<file path="config.mk">
export PLATFORM = sky130hd
export DESIGN_NAME = delta_decoder_flat
export DESIGN_NICKNAME = d
export VERILOG_FILES = /design/src/rtl/delta_decoder_if.sv /design/src/rtl/delta_decoder.sv /design/src/flat_wrapper.sv
export SDC_FILE = /design/constraint.sdc
export NUM_CORES = 1
export LEC_CHECK = 0
export CAP_MARGIN = 0
export CORE_MARGIN = 8
export CORE_UTILIZATION = 37
export CTS_CLUSTER_DIAMETER = 30
export DETAILED_ROUTE_END_ITERATION = 10
export PLACE_DENSITY_LB_ADDON = 0.1
export SLEW_MARGIN = 25
export SYNTH_ARGS = -nofsm -noshare
export SYNTH_HDL_FRONTEND = slang
export SYNTH_SLANG_ARGS = --single-unit
</file>
<file path="constraint.sdc">
create_clock -name clk -period 3.1 [get_ports clk]
set_input_delay 0.62 -clock clk [delete_from_list [all_inputs] [get_ports clk]]
set_output_delay 0.62 -clock clk [all_outputs]
set_load 0.005 [all_outputs]
</file>
<file path="src/rtl/delta_decoder_if.sv">
// Spike-word handshake between an event source and the delta decoder.
// The source offers a 2-bit spike code with valid; the decoder answers with ready.
interface delta_decoder_if;
  logic       spike_valid;
  logic [1:0] spike;
  logic       spike_ready;

  modport master (output spike_valid, output spike, input spike_ready);
  modport slave  (input spike_valid, input spike, output spike_ready);
endinterface

</file>
<file path="src/rtl/delta_decoder.sv">
// Delta-modulation decoder: buffers up/down spike events in a 4-entry FIFO and
// integrates them into a saturating 5-bit reconstruction with event counters.
module delta_decoder (
  input  logic                  clk,
  input  logic                  rst,
  input  logic                  en,
  input  logic [4:0]            threshold,
  input  logic                  load,
  input  logic [4:0]            load_value,
  delta_decoder_if.slave        s,
  output logic [4:0]            recon,
  output logic                  recon_valid,
  output logic                  sat_hi,
  output logic                  sat_lo,
  output logic                  err_illegal,
  output logic [7:0]            up_count,
  output logic [7:0]            down_count
);

  logic [3:0] fifo_dir;   // 0 = up, 1 = down
  logic [1:0] wr_ptr;
  logic [1:0] rd_ptr;
  logic [2:0] count;

  logic full, empty, accept, push, pop, illegal, pop_dir;
  logic [5:0]        sum;
  logic signed [5:0] diff;
  logic [4:0]        recon_next;
  logic              hi_next, lo_next;

  assign full  = (count == 3'd4);
  assign empty = (count == 3'd0);

  // Ready looks only at registered occupancy, so a full FIFO refuses a word
  // even when the same cycle pops an entry.
  assign s.spike_ready = !full;

  assign accept  = s.spike_valid & !full;
  assign push    = accept & s.spike[0] & !load;            // 01 and 11
  assign illegal = accept & (s.spike == 2'b10) & !load;
  assign pop     = en & !empty & !load;
  assign pop_dir = fifo_dir[rd_ptr];

  assign sum  = {1'b0, recon} + {1'b0, threshold};
  assign diff = $signed({1'b0, recon}) - $signed({1'b0, threshold});

  // NOTE: every output of an always_comb gets a default first so no latch is inferred.
  always_comb begin
    recon_next = recon;
    hi_next    = 1'b0;
    lo_next    = 1'b0;
    if (!pop_dir) begin
      if (sum[5]) begin
        recon_next = 5'd31;
        hi_next    = 1'b1;
      end else begin
        recon_next = sum[4:0];
      end
    end else begin
      if (diff[5]) begin
        recon_next = 5'd0;
        lo_next    = 1'b1;
      end else begin
        recon_next = diff[4:0];
      end
    end
  end

  // NOTE: storage cells are not reset; occupancy and pointers alone define validity.
  always_ff @(posedge clk) begin
    if (!rst && push) fifo_dir[wr_ptr] <= s.spike[1];
  end

  // NOTE: sequential state uses non-blocking assignments so all registers update together.
  always_ff @(posedge clk) begin
    if (rst) begin
      wr_ptr      <= '0;
      rd_ptr      <= '0;
      count       <= '0;
      recon       <= '0;
      recon_valid <= 1'b0;
      sat_hi      <= 1'b0;
      sat_lo      <= 1'b0;
      err_illegal <= 1'b0;
      up_count    <= '0;
      down_count  <= '0;
    end else if (load) begin
      wr_ptr      <= '0;
      rd_ptr      <= '0;
      count       <= '0;
      recon       <= load_value;
      recon_valid <= 1'b0;
      sat_hi      <= 1'b0;
      sat_lo      <= 1'b0;
      err_illegal <= 1'b0;
    end else begin
      if (push) wr_ptr <= wr_ptr + 2'd1;
      if (pop)  rd_ptr <= rd_ptr + 2'd1;
      case ({push, pop})
        2'b10:   count <= count + 3'd1;
        2'b01:   count <= count - 3'd1;
        default: count <= count;
      endcase

      if (illegal) err_illegal <= 1'b1;

      recon_valid <= pop;
      sat_hi      <= pop & hi_next;
      sat_lo      <= pop & lo_next;
      if (pop) begin
        recon <= recon_next;
        if (!pop_dir && up_count != 8'hFF)  up_count   <= up_count + 8'd1;
        if (pop_dir && down_count != 8'hFF) down_count <= down_count + 8'd1;
      end
    end
  end

endmodule

</file>
<file path="src/flat_wrapper.sv">
// flat-port wrapper written by rule: the top's interface ports become plain ports
module delta_decoder_flat 
  (clk, rst, en, threshold, load, load_value, recon, recon_valid, sat_hi, sat_lo, err_illegal, up_count, down_count, s_spike_valid, s_spike, s_spike_ready);
  delta_decoder_if s_i ();
  input  logic clk;
  input  logic rst;
  input  logic en;
  input  logic [4:0] threshold;
  input  logic load;
  input  logic [4:0] load_value;
  output logic [4:0] recon;
  output logic recon_valid;
  output logic sat_hi;
  output logic sat_lo;
  output logic err_illegal;
  output logic [7:0] up_count;
  output logic [7:0] down_count;
  input wire logic [$bits(s_i.spike_valid)-1:0] s_spike_valid;
  input wire logic [$bits(s_i.spike)-1:0] s_spike;
  output wire logic [$bits(s_i.spike_ready)-1:0] s_spike_ready;
  assign s_i.spike_valid = s_spike_valid;
  assign s_i.spike = s_spike;
  assign s_spike_ready = s_i.spike_ready;
  delta_decoder u_core (.clk(clk), .rst(rst), .en(en), .threshold(threshold), .load(load), .load_value(load_value), .s(s_i), .recon(recon), .recon_valid(recon_valid), .sat_hi(sat_hi), .sat_lo(sat_lo), .err_illegal(err_illegal), .up_count(up_count), .down_count(down_count));
endmodule
</file>
==> metrics.cfg, run 1 <==
[outcome]
run_status = complete, no violations

[job]
max_cap_violations = 0

[floorplan]
start_util = 0.3804
die_area_mm2 = 0.008284
die_h_um = 91.02
core.rowCount = 27
core_mm2 = 0.005473
io_pins = 43
die_width_um = 91.02

[logic_synthesis]
synth.area.top_cells = dfxtp_1 (31%), ha_1 (10%), edfxtp_1 (5.8%)
syn_area_mm2 = 0.002082
synthArstFlopShare = 0
yosysWarnings = 0
ys_seq_area_frac = 0.3654
avgSynthCellArea_um2 = 9.013
ys_ff_latch = 36
synth-edff-count = 4
synth_nets = 268
yosysTopAreaCellShare = 0.3077
synth_cells = 231
yosysUniqueCellTypes = 41
yosysTopAreaCell = dfxtp_1
ys.flop_type = dfxtp_1

[clock_network]
h-tree-depth = 2
post_cts_resized = 0
clock_latency_ns = 0.29
clkSlewWorstSetupHoldPaths_ns = 0.07
cts-root-buf = clkbuf_8
cts.sinks = 36
hold_buffers = 0
cts_tree = yes
cts_buffers = 5
cts_buffer_depth = 2
cts_setup_buffers = 0

[setup_path]
endpoint = u_core.count[2]
arrival_ns = 2.77
setup.worst_path.start = u_core.count[0]
cp-start-kind = register
ff2ff_path_depth = 7
critical_path_required_ns = 3.32
crit_fanout = 10
rr_startpoint = u_core.count[0]
worstSetupEndpointType = register
rr_endpoint = u_core.count[2]
worstSetupPathType = register to register
reg2reg_slack_ns = 0.55

[sta]
drv_slew = 0
fin_crit_ns = 2.554
setup_violations = 0
max_freq_mhz = 391.5
worst_slew_pin_slew_ns = 0.7330
min_period_over_period = 0.8239
timing.slew.headroom = 0.5084
skew_ns = 0.004048
rsz0062_at_grt = false
setup_tns_ns = 0
hold_violations = 0

[routing]
wl_per_cell_um = 13.57
vias = 1786
viasPerCell = 5.074
first_pass_iters = 4
drtIter0Drc = 58
drc = 0
drtAntennaViolNets = 0
drt-total-wl_mm = 4.778

[pwr]
fin_total_pwr_mw = 0.9745
leakagePower_nw = 1.023
powerDensity_mw_per_mm2 = 360.8
vdd_drop_max_mv = 0.1921

[place]
place.gp.congestion = 0.8033
dp_cells = 344
dpl.hpwl_mm = 3.650
port_buffers = 42
postPlaceCellArea_mm2 = 0.002608

[grt]
antenna_found_initial = 0
grt_remaining_overflow = 0
grt_first_pass_wirelength_mm = 8.238
grt_start_max_net_pins = 17
track_usage = 0.1202
grt_pass1_vias = 1767

[layout]
finalNetCount = 316
layout-drive-gt1-share = 0.05714
fin_area_mm2 = 0.002701
syn_to_final_growth_pct = 29.75
final_common_cell = clkdlybuf4s50_1
final_cell_mix = clkdlybuf4s50_1 (42), dfxtp_1 (32), nor2_1 (28), ha_1 (17), inv_1 (13)
antenna_cells = 0
fin_cells = 352

[hold_path]
hp-class = register to register

-- power breakdown --
part | switching [mW] | internal, mW | leakage, nW
combinational | 0.0693 | 0.0720 | 0.684
sequential | 0.00793 | 0.477 | 0.295
clock | 0.168 | 0.181 | 0.0445
-- stage by stage --
| stage | util | setup WS, ns | hold slack, ns |
|---|---|---|---|
| floorplan | - | 0.7863 | 0.4647 |
| global placement | 0.4765 | 0.4036 | 0.4724 |
| detailed placement | 0.4765 | 0.3266 | 0.4757 |
| CTS | 0.4936 | 0.5180 | 0.4975 |
| global route | 0.4936 | 0.4160 | 0.5151 |
| finish | 0.4936 | 0.5459 | 0.4891 |
-- cell type report --
cell class	count	area, µm²
fill	547	2771
multi-input combinational	175	1246
sequential	36	760.7
timing repair buffer	47	457.9
tap	72	90.09
clock buffer	7	86.33
inverter	14	52.55
clock inverter	1	7.507
-- critical path, cell delays in order (launching register included) --
cell,delay [ns]
dfxtp_1,0.36
o31ai_2,0.68
nor2_1,0.13
ha_1,0.28
fa_1,0.44
xnor2_1,0.14
or3_1,0.30
a21oi_1,0.15
-- Yosys cell counts, drive strengths merged, types with 4 or more instances --
cell type	number
nand2b	4
and3	5
nand2	12
a21oi	8
and2	6
o21ai	8
xor2	12
nand4	4
inv	13
ha	17
o21a	4
nor2	28
nand3	6
xnor2	9
nor3	8
nor2b	5
or3	5
clkbuf	6
o221ai	5
dfxtp	32
edfxtp	4
-- sequential cells by signal (all words and copies together), names as in the netlist --
name                count
u_core.count            3
u_core.down_count       8
u_core.err_illegal      1
u_core.fifo_dir         4
u_core.rd_ptr           2
u_core.recon            5
u_core.recon_valid      1
u_core.sat_hi           1
u_core.sat_lo           1
u_core.up_count         8
u_core.wr_ptr           2
-- worst min path at each step --
stage                            start            endpoint  slack (ns)  cells after the start
floorplan           u_core.err_illegal  u_core.err_illegal        0.46                      2
global placement    u_core.err_illegal  u_core.err_illegal        0.47                      2
detailed placement  u_core.err_illegal  u_core.err_illegal        0.48                      2
CTS                 u_core.err_illegal  u_core.err_illegal        0.50                      2
global route        u_core.err_illegal  u_core.err_illegal        0.52                      2
finish              u_core.err_illegal  u_core.err_illegal        0.49                      2
-- routing by layer --
layer  global-route usage  vias to the layer above  wire [µm]
li1                     -                      908          -
met1               0.1434                      840       2238
met3              0.03621                        7        209
met2               0.1989                       31       2266
met4              0.04502                        0         63
met5                    0                        -          0
-- logic make-up after synthesis --
kind of cell             Yosys count  share of synthesized area
adder cells (fa/ha/maj)           20                     0.1310
flip-flops                        36                     0.3654
multiplexers                       4                    0.02524
buffers and inverters             20                    0.03606
AO/OA/AOI/OAI                     41                     0.1364
AND/OR/NAND/NOR                   89                     0.2175
XOR/XNOR                          21                    0.08834
Note: power is estimated with default switching activity, not from simulation.
==> inputs of run 2 (changes only) <==
clock period = 2.3 ns   (was 3.1 ns; I/O delays follow)
==> metrics.cfg, run 2 (synthesis results as in run 1) <==
[outcome]
run_status = complete, no violations

[pwr]
swShare = 0.2523  ; +0.001019
seqPwrFrac = 0.501  ; +0.003
powerDensity_mw_per_mm2 = 457.4  ; +27%
vdd_drop_max_mv = 0.3019  ; +57%
power.switching_mw = 0.3298  ; +35%
power.share.clock = 0.326  ; -0.031
p_int_mw = 0.9773  ; +34%
leakagePower_nw = 1.123  ; +9.7%
comb_power_share = 0.173  ; +0.028

[routing]
vias = 1854  ; +3.8%
drtIter0Drc = 61  ; +5.2%
maxUsedRoutingLayer = met4
drtAntennaViolNets = 0  ; unchanged
wl_met3_um = 190  ; -9.1%
first_pass_iters = 5  ; +1
drt-total-wl_mm = 4.886  ; +2.3%
viasPerCell = 4.971  ; -2.0%
drc = 0  ; unchanged
m1WireLength_mm = 2.312  ; +3.3%
dr_wl_met2_mm = 2.333  ; +3.0%
wl_per_cell_um = 13.10  ; -3.5%

[sta]
fin_crit_ns = 2.145
skew_ns = 0.006749  ; +0.002701 ns
worst_slew_pin_slew_ns = 0.3471  ; -0.3859 ns
setup_violations = 0  ; unchanged
max_freq_mhz = 466.2
hold_violations = 0  ; unchanged
timing.slew.headroom = 0.7627  ; +0.2543
drv_slew = 0  ; unchanged
rsz0062_at_grt = false
min_period_over_period = 0.9326
hold_ws_ns = 0.4953  ; +0.006203 ns

[setup_path]
rr_endpoint = u_core.count[2]
critical_path_required_ns = 2.51  ; -0.81 ns
crit_fanout = 4  ; -6
reg2reg_slack_ns = 0.21  ; -0.34 ns
worstSetupEndpointType = register
endpoint = u_core.recon[4]
arrival_ns = 2.35  ; -0.42 ns
worstSetupPathType = primary input to register
cp-start-kind = primary input
setup.worst_path.start = threshold[4]
rr_startpoint = u_core.count[0]
ff2ff_path_depth = 8  ; +1

[clock_network]
hold_buffers = 0  ; unchanged
clkSlewWorstSetupHoldPaths_ns = 0.07  ; about the same
cts-root-buf = clkbuf_8
cts_setup_buffers = 0  ; unchanged
h-tree-depth = 2  ; unchanged
post_cts_resized = 0  ; unchanged
cts_tree = yes
cts.sinks = 36  ; unchanged
cts_buffers = 5  ; unchanged
clock_latency_ns = 0.28  ; about the same
cts_buffer_depth = 2  ; unchanged

[hold_path]
hp-class = register to register
whs_path_depth = 2  ; unchanged

[layout]
ff_latch_area_um2 = 760.7  ; unchanged
multiInputGateArea_mm2 = 0.001255  ; +0.70%
final_common_cell = clkdlybuf4s50_1
syn_to_final_growth_pct = 37.26
antenna_cells = 0  ; unchanged
top_regs = u_core.down_count x8, u_core.up_count x8, u_core.recon x5
layout-drive-gt1-share = 0.1196  ; +0.06246
finalNetCount = 337  ; +6.6%
final_cell_mix = clkdlybuf4s50_1 (42), dfxtp_1 (32), nor2_1 (28), buf_4 (26), ha_1 (17)
fin_area_mm2 = 0.002858  ; +5.8%
n_fill_cell = 554  ; +1.3%

[place]
dpl.hpwl_mm = 3.878  ; +6.3%
place.gp.congestion = 0.7559  ; -5.9%
postPlaceCellArea_mm2 = 0.002774  ; +6.4%
port_buffers = 42  ; unchanged

[floorplan]
start_util = 0.3804  ; unchanged
io_pins = 43  ; unchanged
die_h_um = 91.02  ; unchanged
core_mm2 = 0.005473  ; unchanged
die_area_mm2 = 0.008284  ; unchanged
die_width_um = 91.02  ; unchanged
core.rowCount = 27  ; unchanged

[grt]
grt_start_max_net_pins = 17  ; unchanged
grt_remaining_overflow = 0  ; unchanged
antenna_found_initial = 0  ; unchanged
grt_first_pass_wirelength_mm = 8.562  ; +3.9%
grt_pass1_vias = 1842  ; +4.2%
track_usage = 0.1223  ; +0.002043

[job]
max_cap_violations = 0  ; unchanged

-- run 2: through the flow --
stage | TNS [ns] | util | setup WS (ns) | cells | power (mW)
finish | 0 | 0.5222 | 0.1549 | 373 | 1.307
global placement | -0.4431 | 0.5069 | -0.1619 | 365 | 0.8965
global route | 0 | 0.5222 | 0.0003562 | 373 | 1.376
detailed placement | -0.5127 | 0.5069 | -0.1451 | 365 | 0.8939
floorplan | 0 | - | 0.1136 | 231 | 0.7782
CTS | 0 | 0.5222 | 0.1558 | 373 | 1.328
-- run 2: worst min path at each step --
stage,to,start,slack (ns)
final,u_core.err_illegal,u_core.err_illegal,0.50
after global routing,u_core.up_count[1],u_core.up_count[1],0.53
after CTS,u_core.up_count[1],u_core.up_count[1],0.51
after detailed placement,u_core.err_illegal,u_core.err_illegal,0.48
after global placement,u_core.err_illegal,u_core.err_illegal,0.46
after floorplan,u_core.err_illegal,u_core.err_illegal,0.46
-- run 2: area by class of cell --
type                    count  area share
inverters                  14     0.01839
repair buffers             68      0.2154
flip-flops and latches     36      0.2662
clock buffers               6     0.02539
multi-input cells         175      0.4391
well taps                  72     0.03152
clock inverters             2    0.003940
-- run 2: power by group through the flow --
stage	Sequential [mW]	Combinational, mW	Clock, mW
finish	0.655	0.226	0.426
global route	0.656	0.250	0.470
CTS	0.654	0.227	0.446
detailed placement	0.669	0.225	0
global placement	0.669	0.227	0
floorplan	0.667	0.111	0
-- run 2: per-layer routing --
metal	up-vias	track usage
li1	955	-
met1	852	0.1492
met2	42	0.2080
met3	5	0.03045
met4	0	0.03411
met5	-	0
-- run 2: critical path: stages --
cell and delay (ns):
clkdlybuf4s50_1 0.48, inv_1 0.05, ha_1 0.34, nor3_1 0.19, o21ai_0 0.13, a21oi_1 0.29
nor3_1 0.08, buf_4 0.15, a211oi_1 0.18
==> inputs of run 3 (changes only) <==
PLACE_DENSITY = 0.68   (was unset)
PLACE_DENSITY_LB_ADDON = unset   (was 0.1)
==> metrics.cfg, run 3 (synthesis results as in run 1) <==
[outcome]
run_status = complete, no violations

[clock_network]
cts_buffer_depth = 2  ; unchanged
clock_latency_ns = 0.28  ; about the same
cts_buffers = 5  ; unchanged
cts_tree = yes
clkSlewWorstSetupHoldPaths_ns = 0.07  ; about the same
cts.sinks = 36  ; unchanged
cts-root-buf = clkbuf_8
h-tree-depth = 2  ; unchanged

[routing]
drtIter0Drc = 94  ; +54%
viasPerCell = 4.941  ; -0.59%
drtAntennaViolNets = 0  ; unchanged
vias = 1848  ; -0.32%
drc = 0  ; unchanged
first_pass_iters = 4  ; -1
drt-total-wl_mm = 4.808  ; -1.6%
wl_per_cell_um = 12.86  ; -1.9%

[sta]
timing.slew.headroom = 0.7547  ; -0.007975
timing.final.ws_setup_ns = 0.1434  ; -0.01152 ns
setup_tns_ns = 0  ; unchanged
max_freq_mhz = 463.7  ; -0.53%
setup_violations = 0  ; unchanged
fin_crit_ns = 2.157  ; +0.01152 ns
skew_ns = 0.005169  ; -0.001580 ns
rsz0062_at_grt = false
worst_slew_pin_slew_ns = 0.3587  ; +0.01166 ns
min_period_over_period = 0.9376  ; +0.005009
drv_slew = 0  ; unchanged
hold_ws_ns = 0.4860  ; -0.009309 ns
hold_violations = 0  ; unchanged

[layout]
layout-drive-gt1-share = 0.1291  ; +0.009538
n_fill_cell = 519  ; -6.3%
antenna_cells = 0  ; unchanged
final_cell_mix = clkdlybuf4s50_1 (41), dfxtp_1 (32), nor2_1 (28), buf_4 (27), ha_1 (17)
fin_area_mm2 = 0.002877  ; +0.66%
top_regs = u_core.down_count x8, u_core.up_count x8, u_core.recon x5
syn_to_final_growth_pct = 38.16
finalNetCount = 338  ; +0.30%
fin_util = 0.5256  ; +0.003430
final_common_cell = clkdlybuf4s50_1

[grt]
grt_start_max_net_pins = 17  ; unchanged
track_usage = 0.1205  ; -0.001782
grt_remaining_overflow = 0  ; unchanged
grt_pass1_vias = 1837  ; -0.27%
grt_first_pass_wirelength_mm = 8.404  ; -1.8%
antenna_found_initial = 0  ; unchanged

[floorplan]
die_h_um = 91.02  ; unchanged
die_width_um = 91.02  ; unchanged
start_util = 0.3804  ; unchanged
die_area_mm2 = 0.008284  ; unchanged
core.rowCount = 27  ; unchanged
core_mm2 = 0.005473  ; unchanged
io_pins = 43  ; unchanged

[setup_path]
crit_fanout = 6  ; +2
arrival_ns = 2.31  ; -0.04 ns
cp-start-kind = primary input
worstSetupEndpointType = register
worstSetupPathType = primary input to register
critical_path_required_ns = 2.45  ; -0.06 ns

[pwr]
powerDensity_mw_per_mm2 = 466.7  ; +2.0%
vdd_drop_max_mv = 0.3316  ; +9.9%
leakagePower_nw = 1.149  ; +2.3%

[place]
dpl.hpwl_mm = 3.906  ; +0.71%
port_buffers = 42  ; unchanged
place_ws_ns = -0.1915  ; -0.04643 ns
place.gp.congestion = 0.8509  ; +13%
postPlaceCellArea_mm2 = 0.002781  ; +0.27%

[hold_path]
hp-class = register to register

[job]
max_cap_violations = 0  ; unchanged

## run 3: layout make-up
class / instances / area, µm² / area share
timing repair buffer: 69 / 625.6 / 0.2175
tap: 72 / 90.09 / 0.03132
multi-input combinational: 175 / 1255 / 0.4363
clock inverter: 2 / 10.01 / 0.003480
clock buffer: 6 / 82.58 / 0.02871
inverter: 14 / 52.55 / 0.01827
sequential: 36 / 760.7 / 0.2645
## run 3: final timing paths
check / start / to / slack, ns / cells after the start
max: threshold[2] / u_core.recon[4] / 0.14 / 8
min reg2reg: u_core.up_count[1] / u_core.up_count[1] / 0.49 / 2
max reg2reg: u_core.count[0] / u_core.count[2] / 0.19 / 8
min: u_core.up_count[1] / u_core.up_count[1] / 0.49 / 2
## run 3: stage by stage
step           std cells  total power [mW]
6_report             374             1.343
5_1_grt              374             1.416
4_1_cts              374             1.362
3_5_place_dp         366            0.8964
3_3_place_gp         366            0.8935
2_1_floorplan        231            0.7782
## run 3: what timing repair did
| item | 4_1_cts | 5_1_grt |
|---|---|---|
| hold buffers | 0 | 0 |
| setup endpoints to repair | 0 | 1 |
| setup buffers | 0 | 0 |
| gates resized for setup | 0 | 1 |
## run 3: metal layers
metal  track usage  wire length, µm  vias up
li1              -                -      951
met1        0.1568             2328      843
met2        0.1856             2147       47
met3       0.03539              272        7
met4       0.04093               59        0
met5             0                0        -
## run 3: critical path: stages
cell	delay, ns
clkdlybuf4s50_1	0.48
inv_1	0.04
ha_1	0.36
nor2b_1	0.16
o21a_1	0.18
o21a_1	0.16
a2111oi_0	0.39
a211oi_1	0.09
## run 3: power by group
part | switching (mW) | internal [mW] | leakage [nW]
Sequential | 0.0114 | 0.643 | 0.295
Combinational | 0.102 | 0.125 | 0.802
Clock | 0.222 | 0.239 | 0.0510
Total | 0.335 | 1.01 | 1.15
